--- src/rtl/rv_mem_arbiter.sv ---
// Two-port round-robin front end for a single-port memory: p0 = instruction fetch, p1 = load/store.
// Converts byte address/size to word index, byte lanes and shifted data; formats load data on return.
module rv_mem_arbiter #(
    parameter int MEM_SIZE_WORDS = 256
) (
    input  logic        clk,
    input  logic        rst_n,

    input  logic        p0_req_valid,
    output logic        p0_req_ready,
    input  logic        p0_req_we,
    input  logic [31:0] p0_req_addr,
    input  logic [1:0]  p0_req_size,
    input  logic        p0_req_unsigned,
    input  logic [31:0] p0_req_wdata,
    output logic        p0_rsp_valid,
    output logic [31:0] p0_rsp_rdata,
    output logic        p0_rsp_err,

    input  logic        p1_req_valid,
    output logic        p1_req_ready,
    input  logic        p1_req_we,
    input  logic [31:0] p1_req_addr,
    input  logic [1:0]  p1_req_size,
    input  logic        p1_req_unsigned,
    input  logic [31:0] p1_req_wdata,
    output logic        p1_rsp_valid,
    output logic [31:0] p1_rsp_rdata,
    output logic        p1_rsp_err,

    output logic [31:0] mem_addr,
    output logic        mem_wr_en,
    output logic [31:0] mem_wr_data,
    output logic [3:0]  mem_byte_en,
    input  logic [31:0] mem_rd_data
);

    localparam logic [29:0] WORD_LIMIT = 30'(MEM_SIZE_WORDS);

    // Realign the addressed lane to bit 0, then sign- or zero-extend by access size.
    function automatic logic [31:0] fmt_load(input logic [31:0] rd, input logic [1:0] size,
                                             input logic uns, input logic [1:0] off);
        logic        [31:0] sh;
        logic signed [7:0]  b8;
        logic signed [15:0] h16;
        logic signed [31:0] ext;
        sh  = rd >> {off, 3'b000};
        b8  = sh[7:0];
        h16 = sh[15:0];
        case (size)
            2'b00:   ext = uns ? signed'({24'd0, sh[7:0]})  : 32'(b8);
            2'b01:   ext = uns ? signed'({16'd0, sh[15:0]}) : 32'(h16);
            default: ext = signed'(sh);
        endcase
        return ext;
    endfunction

    logic        prio_p1;
    logic        gnt0, gnt1, gnt;
    logic        sel_we, sel_uns;
    logic [31:0] sel_addr, sel_wdata;
    logic [1:0]  sel_size, off;
    logic [3:0]  be;
    logic        misalign, illegal, out_of_range, err;

    // Request stage: arbitration and decode
    always_comb begin
        gnt0 = rst_n & p0_req_valid & (~p1_req_valid | ~prio_p1);
        gnt1 = rst_n & p1_req_valid & (~p0_req_valid | prio_p1);
        gnt  = gnt0 | gnt1;
    end

    assign p0_req_ready = gnt0;
    assign p1_req_ready = gnt1;

    always_comb begin
        sel_we    = gnt1 ? p1_req_we       : p0_req_we;
        sel_addr  = gnt1 ? p1_req_addr     : p0_req_addr;
        sel_size  = gnt1 ? p1_req_size     : p0_req_size;
        sel_uns   = gnt1 ? p1_req_unsigned : p0_req_unsigned;
        sel_wdata = gnt1 ? p1_req_wdata    : p0_req_wdata;
    end

    always_comb begin
        off      = sel_addr[1:0];
        be       = 4'b0000;
        misalign = 1'b0;
        illegal  = 1'b0;
        case (sel_size)
            2'b00: be = 4'b0001 << off;
            2'b01: begin
                be       = 4'b0011 << off;
                misalign = off[0];
            end
            2'b10: begin
                be       = 4'b1111;
                misalign = |off;
            end
            default: illegal = 1'b1;
        endcase
        out_of_range = sel_addr[31:2] >= WORD_LIMIT;
        err          = misalign | illegal | out_of_range;
    end

    assign mem_addr    = {2'b00, sel_addr[31:2]};
    assign mem_wr_data = sel_wdata << {off, 3'b000};
    assign mem_wr_en   = gnt & sel_we & ~err;
    assign mem_byte_en = (gnt & ~err) ? be : 4'b0000;

    logic        vld_p1, id_p1, we_p1, uns_p1, err_p1;
    logic [1:0]  size_p1, off_p1;

    // Response metadata register, loaded on the grant edge
    always_ff @(posedge clk or negedge rst_n) begin
        if (!rst_n) begin
            prio_p1 <= 1'b0;
            vld_p1  <= 1'b0;
            id_p1   <= 1'b0;
            we_p1   <= 1'b0;
            uns_p1  <= 1'b0;
            err_p1  <= 1'b0;
            size_p1 <= 2'b00;
            off_p1  <= 2'b00;
        end else begin
            vld_p1 <= gnt;
            if (gnt) begin
                prio_p1 <= gnt0;
                id_p1   <= gnt1;
                we_p1   <= sel_we;
                uns_p1  <= sel_uns;
                err_p1  <= err;
                size_p1 <= sel_size;
                off_p1  <= off;
            end
        end
    end

    // Response stage: format and route to the owning requester
    logic [31:0] rsp_data;

    always_comb begin
        rsp_data = 32'd0;
        if (vld_p1 && !we_p1 && !err_p1)
            rsp_data = fmt_load(mem_rd_data, size_p1, uns_p1, off_p1);
    end

    assign p0_rsp_valid = vld_p1 & ~id_p1;
    assign p1_rsp_valid = vld_p1 &  id_p1;
    assign p0_rsp_err   = p0_rsp_valid & err_p1;
    assign p1_rsp_err   = p1_rsp_valid & err_p1;
    assign p0_rsp_rdata = p0_rsp_valid ? rsp_data : 32'd0;
    assign p1_rsp_rdata = p1_rsp_valid ? rsp_data : 32'd0;

endmodule

--- config.mk ---
export PLATFORM = sky130hd
export DESIGN_NAME = rv_mem_arbiter
export DESIGN_NICKNAME = d
export VERILOG_FILES = /design/src/rtl/rv_mem_arbiter.sv
export SDC_FILE = /design/constraint.sdc
export NUM_CORES = 1
export LEC_CHECK = 0
export BUFFER_PORTS_ARGS = -buffer_cell sky130_fd_sc_hd__buf_2
export CORE_AREA = 2 2 120 122
export DETAILED_ROUTE_END_ITERATION = 12
export DIE_AREA = 0 0 122 124
export PLACE_DENSITY = 0.58
export SETUP_SLACK_MARGIN = 0.15
export SLEW_MARGIN = 10
export SYNTH_ARGS = -nofsm -noshare
export SYNTH_HDL_FRONTEND = slang
export SYNTH_SLANG_ARGS = --single-unit
--- constraint.sdc ---
create_clock -name clk -period 3 [get_ports clk]
set_clock_uncertainty 0.2 [all_clocks]
set_input_delay 0.3 -clock clk [delete_from_list [all_inputs] [get_ports clk]]
set_output_delay 0.3 -clock clk [all_outputs]
set_load 0.02 [all_outputs]
==> metrics.yaml <==
logic_synthesis:
  ys.flop_type: "dfrtp_1"
  synthXorXnorAreaFrac_pct: 0
  synthMuxAreaShare_pct: 26.52
  synthSimpleGateAreaFrac_pct: 33.25
  netlist_area_mm2: 0.003586
  synth_top_family_by_area: "simple AND/OR/NAND/NOR gates"
  synth.distinct_cells: 49
  async_flop_share_pct: 100.0
  synth_edf_count: 0
  avgSynthCellArea_um2: 6.269
  synthAdderAreaFrac_pct: 1.047
  yosys_warnings: 0
  synth-seq-cells: 10
  synth_area_leaders: "mux2i_1 17%, nand2_1 15%, nor2_1 9.8%, mux2_2 7.9%, dfrtp_1 7.0%"
  synthCells: 572
  ys_seq_area_share_pct: 6.978
  yosysTopAreaCellShare_pct: 17.03
  yosys.area.top_type: "mux2i_1"
  synth-compound-area-share_pct: 19.12
min_path:
  hold_path_end: "uns_p1"
  hp-class: "input pin to flip-flop"
  min_from: "p1_req_unsigned"
  hold-path-cell-count: 3
route:
  wire_per_inst_um: 16.01
  ant_nets: 0
  drt_iter0_drc: 165
  dr.pass1.iters: 6
  num_vias: 4935
  routed_wl_um: 16430
  drc: 0
  avgViaCountPerCell: 4.810
power_and_ir_drop:
  peakVddDrop_mv: 0.1489
  power_leakage_nw: 3.041
  design_power_total_mw: 1.422
  power_density_mw_per_mm2: 262.0
sta:
  slew_violations: 0
  final.setup.worst_slack_ps: 167.5
  finalHoldViolations: 0
  fmax_ghz: 0.3530
  post-route-min-period_ps: 2833
  setup_viol: 0
  rsz0062_at_grt: "yes"
  min_period_over_period_pct: 94.42
  worst_pin_slew_ps: 628.2
  relSlewSlack_pct: 58.12
outcome:
  status: "completed"
worst_setup_path:
  worstRegToRegCells: 9
  arrival_ps: 2330
  worstSetupPathType: "flip-flop to primary output"
  path_max_fanout: 4
  reg2reg_to: "err_p1"
  crit_required_ps: 2500
  reg2reg_from: "prio_p1"
  endpoint_kind: "primary output"
  rrSetupSlack_ps: 720
  start_kind: "flip-flop"
cts:
  clkTransAtPathRegs_ps: 40
  cts_tree: "yes"
  cts_buffer_depth: 2
  cts_num_sinks: 10
  htreeDepth: 1
  insertion_delay_ps: 240
  cts_root_buf: "clkbuf_16"
  numCtsBuffers: 3
placed_design:
  io_buffer_count: 308
  dp_worst_setup_slack_ps: -20.08
  placed_area_mm2: 0.005147
  gp_congestion: 0.9057
  place_hpwl_um: 13610
floorplanning:
  die_h_um: 124
  chipWidth_um: 122
  fp-row-count: 43
  core_mm2: 0.01372
  start_util_pct: 26.14
  die_area_mm2: 0.01513
  io_pins: 311
final_layout:
  flow.area_growth_from_synthesis_pct: 51.36
  drive_above_1_share_pct: 46.38
  finish.utilization_pct: 39.56
  nets: 1019
  final_area_mm2: 0.005428
grt:
  overflow: 0
  antenna_found_initial: 3
  grt_pass1_vias: 4477
  grt_start_max_net_pins: 42
  grt_pass1_wl_um: 23370
  track_usage_pct: 19.62
run:
  drv_cap: 0
## sequential cells by signal, summed over array words and instances (netlist names)
register	flops
off_p1	2
size_p1	2
we_p1	1
err_p1	1
uns_p1	1
prio_p1	1
id_p1	1
vld_p1	1
## cells in the mapped netlist (2+ instances only)
cell and instances:
nor2b_1 2, inv_1 9, buf_4 33, nand3_1 11, a21oi_1 24, a2bb2oi_1 8
nand2b_1 3, buf_2 9, ha_1 3, dfrtp_1 10, o211ai_1 9, o21ai_1 16
nor4_1 10, o21ai_0 11, nand4_1 3, a21boi_0 8, and3_1 2, buf_6 3
a211oi_1 2, nand3_4 2, o21a_1 8, mux2i_1 61, nand2_1 146, clkbuf_1 22
mux4_2 2, buf_1 5, o22ai_1 9, nor2_1 94, nor3_1 3, mux2_2 25
## per-stage QoR
step,setup TNS (ps),cells,hold slack (ps)
6_report,0,1026,113.5
3_5_place_dp,-20.08,1010,55.66
3_3_place_gp,0,1010,56.52
2_1_floorplan,0,573,-195.6
4_1_cts,0,1021,112.3
5_1_grt,0,1025,129.3
## worst max-delay path by stage
| stage | from | end |
|---|---|---|
| floorplan | prio_p1 | mem_byte_en[0] |
| global placement | prio_p1 | mem_byte_en[0] |
| detailed placement | prio_p1 | mem_byte_en[2] |
| CTS | prio_p1 | mem_byte_en[0] |
| global route | prio_p1 | mem_byte_en[2] |
| finish | prio_p1 | mem_byte_en[2] |
## layout by cell type (no fill, tap or decap), types with 2 or more instances in the layout
| cell | netlist | routed |
|---|---|---|
| mux2i_4 | 0 | 2 |
| inv_2 | 1 | 2 |
| conb_1 | 1 | 2 |
| and3_1 | 2 | 2 |
| mux2_2 | 25 | 24 |
| nor2_1 | 94 | 94 |
| o21ai_0 | 11 | 11 |
| nand4_1 | 3 | 3 |
| mux2i_2 | 1 | 2 |
| a21oi_1 | 24 | 24 |
| nor4_1 | 10 | 9 |
| a2bb2oi_1 | 8 | 8 |
| nor3_1 | 3 | 2 |
| buf_4 | 33 | 28 |
| o21ai_1 | 16 | 16 |
| diode_2 | 0 | 3 |
| mux2i_1 | 61 | 58 |
| clkbuf_16 | 0 | 3 |
| nor2b_1 | 2 | 2 |
| dfrtp_1 | 10 | 10 |
| nand2_1 | 146 | 145 |
| o22ai_1 | 9 | 9 |
| a211oi_2 | 0 | 2 |
| inv_1 | 9 | 8 |
| nand3_1 | 11 | 11 |
| nand3_4 | 2 | 2 |
| ha_4 | 0 | 2 |
| o21a_1 | 8 | 8 |
| nand2b_1 | 3 | 2 |
| mux4_2 | 2 | 2 |
| a21boi_0 | 8 | 8 |
| buf_2 | 9 | 304 |
| o211ai_1 | 9 | 9 |
| buf_6 | 3 | 4 |
## critical path, cell delays in order, from the launching register on
cell	delay (ps)
dfrtp_1	380
nand2b_4	170
nand2_8	100
mux2i_4	310
buf_4	170
ha_4	140
inv_1	40
o221a_1	280
nor4_4	320
buf_6	180
## per-layer routing
layer / track usage (%) / vias to the layer above / wire, um
met5: 0 / - / 0
met4: 6.897 / 0 / 472
met3: 2.564 / 27 / 1255
met2: 38.27 / 248 / 8443
met1: 21.61 / 2172 / 6259
li1: - / 2488 / -
## where the power goes
part           switching, mW  leakage [nW]  total [mW]  internal [mW]
logic                  0.581          2.88       0.988          0.407
registers             0.0202         0.117       0.173          0.153
clock network         0.0608        0.0442       0.261          0.200
## layout make-up
class                      count  area, um^2
inverter                      10       37.54
fill                        1514        8292
clock buffer                   4       88.84
antenna                        3       7.507
timing repair buffer         338        1802
tap                          180       225.2
sequential                    10       250.2
multi-input combinational    481        3017
## cell families (layout without fill, tap and decap cells)
logic type | count (synthesis) | in the layout
compound gates | 105 | 105
fa+ha+maj | 3 | 3
buf+inv | 82 | 352
flops | 10 | 10
mux | 89 | 89
other cells | 1 | 5
simple gates | 282 | 282
## timing repair
item / in CTS / in global routing
setup buffers: 6 / 2
hold buffers: 1 / 0
resized for setup: 16 / 8
endpoints found under the hold margin: 10 / 0
pin swaps: 5 / 4
setup endpoints to repair: 15 / 5
Power figures use the tool's default switching activity.
